## src/rtl/multicycle_control.sv

```systemverilog
// multicycle_control
//   Registered multi-cycle control sequencer for the 9-bit core. Each
//   instruction walks FETCH -> DECODE -> EXEC -> (MEM) -> (WB), and every
//   datapath strobe is asserted only in the phase that owns it. The block
//   adds a memory ready handshake with timeout, halting at instruction
//   boundaries, and a saturating retired-instruction counter.
//
// Handshakes:
//   instr/instr_valid is a valid-only interface. The instruction is consumed
//   in FETCH on the cycle instr_valid is 1. instr must stay stable through
//   the following DECODE cycle, because that is where it is decoded.
//   mem_ready completes the access started in MEM on the cycle it is
//   sampled high. MemRead/MemWrite are held high until then.
//
// Ports:
//   clk, reset_n      clock and synchronous active-low reset
//   start             leaves IDLE or HALT; ignored while busy
//   instr, instr_valid opcode from instruction memory and its valid flag
//   mem_ready         data memory access complete
//   branch_flag       compare flag from the datapath
//   halt              stop at the retire of the current instruction
//   ir_load, pc_inc, pc_branch            IR / PC control
//   InstType .. ALUOp                     phase-gated datapath strobes
//   busy, done, err                       status (err is a sticky timeout)
//   retired                               saturating retire count
//   dbg_state                             current FSM state, for checkers
module multicycle_control #(
  parameter int OPW         = 4,
  parameter int MCODE       = 5,
  parameter int MEM_TIMEOUT = 16,
  parameter int CNTW        = 16
) (
  input  logic             clk,
  input  logic             reset_n,
  input  logic             start,
  input  logic [MCODE-1:0] instr,
  input  logic             instr_valid,
  input  logic             mem_ready,
  input  logic             branch_flag,
  input  logic             halt,
  output logic             ir_load,
  output logic             pc_inc,
  output logic             pc_branch,
  output logic [1:0]       InstType,
  output logic             BranchInst,
  output logic             MemRead,
  output logic             MemtoReg,
  output logic             MemWrite,
  output logic             ALUSrc,
  output logic             RegWrite,
  output logic [OPW-1:0]   ALUOp,
  output logic             busy,
  output logic             done,
  output logic             err,
  output logic [CNTW-1:0]  retired,
  output logic [2:0]       dbg_state
);

  typedef enum logic [2:0] {
    S_IDLE   = 3'd0,
    S_FETCH  = 3'd1,
    S_DECODE = 3'd2,
    S_EXEC   = 3'd3,
    S_MEM    = 3'd4,
    S_WB     = 3'd5,
    S_HALT   = 3'd6
  } state_e;

  typedef struct packed {
    logic [1:0]     inst_type;
    logic [OPW-1:0] alu_op;
    logic           alu_src;
    logic           is_load;
    logic           is_store;
    logic           is_branch;
    logic           no_wb;      // eq/lt: compare only, retire from EXEC
  } ctrl_t;

  // Unused ALUOp code: low nibble all ones, upper bits zero.
  localparam logic [OPW-1:0] OP_NONE = OPW'(4'hF);

  // Wait counter only needs to reach MEM_TIMEOUT-1.
  localparam int              TW      = (MEM_TIMEOUT > 2) ? $clog2(MEM_TIMEOUT) : 1;
  localparam logic [TW-1:0]   TO_LAST = TW'((MEM_TIMEOUT == 0) ? 0 : MEM_TIMEOUT - 1);
  localparam logic            TO_EN   = (MEM_TIMEOUT != 0);

  state_e            state_q, state_d;
  ctrl_t             ctrl_q, ctrl_d;
  ctrl_t             dec;
  logic [TW-1:0]     wait_q, wait_d;
  logic              err_q, err_d;
  logic [CNTW-1:0]   retired_q, retired_d;
  logic              retire;
  logic              timeout_hit;

  // Combinational opcode decode.
  always_comb begin
    dec           = '0;
    dec.alu_op    = OP_NONE;
    dec.alu_src   = 1'b1;
    case (instr[MCODE-1:MCODE-2])
      2'b10: begin
        dec.inst_type = 2'b10;
        dec.alu_op    = OPW'(4'b0101);
      end
      2'b11: begin
        dec.inst_type = 2'b11;
        dec.alu_op    = OPW'(4'b0110);
      end
      default: begin
        case (instr[3:0])
          4'd2: begin
            dec.alu_src = 1'b0;
            dec.alu_op  = OPW'(instr[3:0]);
          end
          4'd3: begin
            dec.is_load = 1'b1;
            dec.alu_op  = OPW'(instr[3:0]);
          end
          4'd4: begin
            dec.is_store = 1'b1;
            dec.alu_op   = OPW'(instr[3:0]);
          end
          4'd5, 4'd6: dec.is_branch = 1'b1;   // bne behaves exactly like bt
          4'd13, 4'd14: begin
            dec.no_wb  = 1'b1;
            dec.alu_op = OPW'(instr[3:0]);
          end
          default: dec.alu_op = OPW'(instr[3:0]);
        endcase
      end
    endcase
  end

  // mem_ready in the same cycle takes priority over the timeout.
  assign timeout_hit = TO_EN && (wait_q == TO_LAST) && !mem_ready;

  always_comb begin
    state_d    = state_q;
    ctrl_d     = ctrl_q;
    wait_d     = wait_q;
    err_d      = err_q;
    retired_d  = retired_q;
    retire     = 1'b0;
    ir_load    = 1'b0;
    pc_inc     = 1'b0;
    pc_branch  = 1'b0;
    InstType   = 2'b00;
    BranchInst = 1'b0;
    MemRead    = 1'b0;
    MemtoReg   = 1'b0;
    MemWrite   = 1'b0;
    ALUSrc     = 1'b1;
    RegWrite   = 1'b0;
    ALUOp      = OP_NONE;
    case (state_q)
      S_IDLE, S_HALT: begin
        if (start) state_d = S_FETCH;
      end
      S_FETCH: begin
        ir_load = instr_valid;
        if (instr_valid) state_d = S_DECODE;
      end
      S_DECODE: begin
        ctrl_d  = dec;
        state_d = S_EXEC;
      end
      S_EXEC: begin
        ALUOp    = ctrl_q.alu_op;
        ALUSrc   = ctrl_q.alu_src;
        InstType = ctrl_q.inst_type;
        if (ctrl_q.is_load || ctrl_q.is_store) begin
          wait_d  = '0;
          state_d = S_MEM;
        end else if (ctrl_q.is_branch) begin
          BranchInst = 1'b1;
          pc_branch  = branch_flag;
          pc_inc     = !branch_flag;
          retire     = 1'b1;
        end else if (ctrl_q.no_wb) begin
          pc_inc = 1'b1;
          retire = 1'b1;
        end else begin
          state_d = S_WB;
        end
      end
      S_MEM: begin
        ALUOp    = ctrl_q.alu_op;
        MemRead  = ctrl_q.is_load;
        MemWrite = ctrl_q.is_store;
        if (mem_ready) begin
          if (ctrl_q.is_store) begin
            pc_inc = 1'b1;
            retire = 1'b1;
          end else begin
            state_d = S_WB;
          end
        end else if (timeout_hit) begin
          // Abandon the access without retiring; err stays set until reset.
          err_d   = 1'b1;
          state_d = S_HALT;
        end else begin
          wait_d = wait_q + TW'(1);
        end
      end
      S_WB: begin
        RegWrite = 1'b1;
        MemtoReg = ctrl_q.is_load;
        pc_inc   = 1'b1;
        retire   = 1'b1;
      end
      default: state_d = S_IDLE;
    endcase
    // Retire: count and pick FETCH or HALT; halt is only honoured here.
    if (retire) begin
      if (retired_q != '1) retired_d = retired_q + CNTW'(1);
      state_d = halt ? S_HALT : S_FETCH;
    end
  end

  always_ff @(posedge clk) begin
    if (!reset_n) begin
      state_q   <= S_IDLE;
      ctrl_q    <= '0;
      wait_q    <= '0;
      err_q     <= 1'b0;
      retired_q <= '0;
    end else begin
      state_q   <= state_d;
      ctrl_q    <= ctrl_d;
      wait_q    <= wait_d;
      err_q     <= err_d;
      retired_q <= retired_d;
    end
  end

  assign busy      = (state_q != S_IDLE) && (state_q != S_HALT);
  assign done      = (state_q == S_HALT);
  assign err       = err_q;
  assign retired   = retired_q;
  assign dbg_state = state_q;

endmodule

```

## config.mk

```make
export PLATFORM = sky130hd
export DESIGN_NAME = multicycle_control
export DESIGN_NICKNAME = d
export VERILOG_FILES = /design/src/rtl/multicycle_control.sv
export SDC_FILE = /design/constraint.sdc
export NUM_CORES = 1
export LEC_CHECK = 0
export ABC_AREA = 1
export BUFFER_PORTS_ARGS = -buffer_cell sky130_fd_sc_hd__buf_2
export CAP_MARGIN = 25
export CORE_MARGIN = 4
export CORE_UTILIZATION = 49
export CTS_CLUSTER_SIZE = 20
export DETAILED_ROUTE_END_ITERATION = 16
export GPL_TIMING_DRIVEN = 0
export PLACE_DENSITY = 0.76
export SYNTH_ARGS = -nofsm -noshare
export SYNTH_HDL_FRONTEND = slang
export SYNTH_SLANG_ARGS = --single-unit
```

## constraint.sdc

```tcl
create_clock -name clk -period 1.4 [get_ports clk]
set_input_delay 0.28 -clock clk [delete_from_list [all_inputs] [get_ports clk]]
set_output_delay 0.28 -clock clk [all_outputs]
set_load 0.02 [all_outputs]
```

==> key figures <==
Floorplan
  • Starting density of the core: 0.521
  • Placement Rows: 23
  • Full die area: approximately 5500 um2
  • Die Span X: 74.2 um
  • Core area: 4120 um2
  • Die span in y: 74.2 um
  • IO Count: 49

Cells and area
  • Layout cells sized above 1: 0.446
  • Final Util: 0.810
  • Net count, final: 432
  • Antenna fix cells: 0
  • Area Overhead vs Synth: 55.5%

Yosys
  • Post-synthesis sequential area ratio: 0.327
  • Mean post-synth cell area: around 6.4 um2
  • Dominant cells by area after synthesis: dfxtp_1 (33%), nand2_1 (18%), nor2_1 (7.5%)
  • Top-count cell post-synth: nand2_1
  • Cells after Synth: between 300 and 400
  • Post-synth EDFFs: 0
  • Leading area contributor after synthesis: dfxtp_1
  • Synth top area share: 0.327
  • Most frequent cells after synthesis: nand2_1 (103), nor2_1 (43), inv_1 (37)
  • #FFs+latches synth: 35
  • Synth Warn #: 0
  • Unique cell type count in the Yosys netlist: 30
  • Asr flop ratio synth: 0
  • Netlist Area Pre-Place: 2140 um2
  • Synth Flop Type: dfxtp_1
  • Net Count, Synth: approximately 350

Clock tree
  • Clk buf depth: 2
  • Htree depth: 2
  • TritonCTS Sinks: 35
  • Clock latency at the later pin of the worst-skew pair: 300 ps
  • TritonCTS clock tree: built
  • Worst-path clk slew: 80 ps
  • CTS root buffer: clkbuf_8
  • Inserted Clock Buffers: 5

Route
  • Pre-Repair DR Iteration Count: 5
  • WL/cell: between 15 and 20 um
  • Initial DRC count: between 300 and 400
  • Via Count: 2712
  • Routed WL: 8.46 mm
  • Antenna-violating nets left: 0
  • Post-DR vias/cell: 5.78
  • WL met3: 651 um
  • Top Layer Used: met4
  • M1 WL: 3.13 mm
  • Met2 wire len: 4.24 mm
  • DR DRC count: 0

Setup path
  • Worst Path Arrival: 1510 ps
  • Worst setup EP type: output pin
  • Required time of the critical path: 1120 ps
  • CP max stage cell: dfxtp_4
  • Flop2flop setup slack: -350 ps
  • Reg2reg path depth: 11
  • Crit Path Category: reg -> out
  • R2r startpoint: dbg_state[0]
  • Cell family with most CP delay: simple AND/OR/NAND/NOR gates
  • Worst Path Max Fanout: 3
  • Buffer and inverter count on the worst path: 3
  • Peak per-stage delay on the critical path: 370 ps
  • Worst path cell trace: inv_4, buf_8, nor2_4, nand2_4, nor3b_4, buf_6
  • FF-to-FF End: retired[13]
  • CP Launch Type: flop

Global routing
  • Vias in the first global route: 2361
  • First-pass GRT wire length: 10.4 mm
  • GRT overflow: 0
  • Largest net degree at the start of global routing: 11
  • Initial antenna violation count: 0
  • GRT Total Usage: 0.243

Outcome
  • Status: finished with violations
  • Failing checks: negative setup slack

Timing
  • RSZ-0062 raised after global routing: true
  • Final setup viols: 52
  • WHS: between 300 and 400 ps
  • Hold Vio Cnt, Final: 0
  • Final Slew Violations: 0
  • Max-slew headroom at the worst pin: 0.519
  • Period minus WS final: 1790 ps
  • Tcrit/Tclk final: 1.28
  • Final worst slack: -386 ps
  • FMAX: 560 MHz
  • Worst-Margin Slew: 721 ps
  • Max Clock Skew: ~9 ps

Pwr
  • Lkg Pwr: 1.38 nW
  • Pwr/cell area: 1260 nW/um2
  • Worst vdd ir: 763 uV
  • Overall power: 4.19 mW

Place
  • DP Worst Slack: -179 ps
  • Port buffer count: 48
  • DP Wirelength: 4.09 mm
  • Global placement routability congestion: 0.824

Hold path
  • Worst Hold Path Cells: 3
  • Hold Crit Class: in -> reg
  • Hold Startpoint: reset_n
  • WHS Endpoint: retired[1]

Run
  • Max Cap Violations: 0
==> layer usage <==
layer	track usage	up-vias
met5	0	-
met3	0.0446	59
met1	0.283	1250
met2	0.425	168
li1	-	1235
met4	0.119	0
==> kinds of logic after synthesis <==
| family | share of synthesized area |
|---|---|
| DFF | 0.327 |
| AOI/OAI and AO/OA | 0.147 |
| and+or+nand+nor | 0.393 |
| buffers and inverters | 0.0933 |
| adders and majority gates | 0.0117 |
| xor gates and xnor gates | 0.0286 |
==> power breakdown <==
part           switching (mW)  internal, mW  leakage [nW]  total [mW]
Sequential              0.115          1.13         0.293        1.24
Combinational            1.33         0.884          1.05        2.22
Clock                   0.382         0.350        0.0422       0.732
==> worst max-delay path by stage <==
stage | from | end | slack [ps] | cells after the start
global placement | dbg_state[0] | pc_branch | -160 | 6
finish | dbg_state[0] | pc_branch | -390 | 6
detailed placement | retired[1] | retired[6] | -180 | 8
global route | dbg_state[0] | MemtoReg | -560 | 6
CTS | dbg_state[2] | pc_branch | -280 | 6
floorplan | retired[1] | retired[12] | -50 | 8
==> cell usage in the layout (no fill, tap or decap), types with 4 or more instances in the layout <==
cell	instances
buf_6	23
inv_1	35
nand3_1	13
xor2_1	6
a21oi_2	13
dfxtp_1	19
nor2_4	13
nand4_1	7
a21oi_1	15
nor2_1	32
clkbuf_1	5
nand2_4	11
nand2_2	20
dfxtp_4	5
clkbuf_8	5
o21ai_0	7
buf_2	31
buf_4	21
dfxtp_2	11
nor3_1	4
nand2_1	78
inv_4	4
==> state kept, by name (all words and copies together) (netlist names) <==
name       count
ctrl_q        11
dbg_state      3
err            1
retired       16
wait_q         4
==> worst register-to-register path: cells and delay by family (launching register included) <==
| family | cells | cell delay, ps |
|---|---|---|
| AOI/OAI and AO/OA | 2 | 120 |
| and+or+nand+nor | 4 | 420 |
| DFF | 1 | 370 |
| buffers and inverters | 5 | 690 |
==> repair_timing <==
item,4_1_cts,5_1_grt
cloned,1,1
endpoints found under the setup margin,37,46
hold buffers,0,0
gates resized for setup,50,79
pin swaps,10,11
buffers inserted,18,10
==> final cells by class <==
| cell class | instances | area (um2) |
|---|---|---|
| Multi-Input combinational cell | 251 | 1590 |
| Inverter | 41 | 169 |
| Clock inverter | 1 | 5.00 |
| Timing Repair Buffer | 77 | 633 |
| Clock buffer | 7 | 76.3 |
| Buffer | 7 | 67.6 |
| Fill cell | 255 | 781 |
| Tap cell | 50 | 62.6 |
| Sequential cell | 35 | 733 |
==> per-stage QoR <==
step	cells	TNS, ps	cell area, um2
final	469	-11450	3330
after global routing	469	-14600	3330
after floorplan	334	-527	2240
after detailed placement	432	-2920	2540
after CTS	459	-4550	2960
after global placement	432	-2510	2540
No activity file was read; power rests on OpenSTA's default activity.
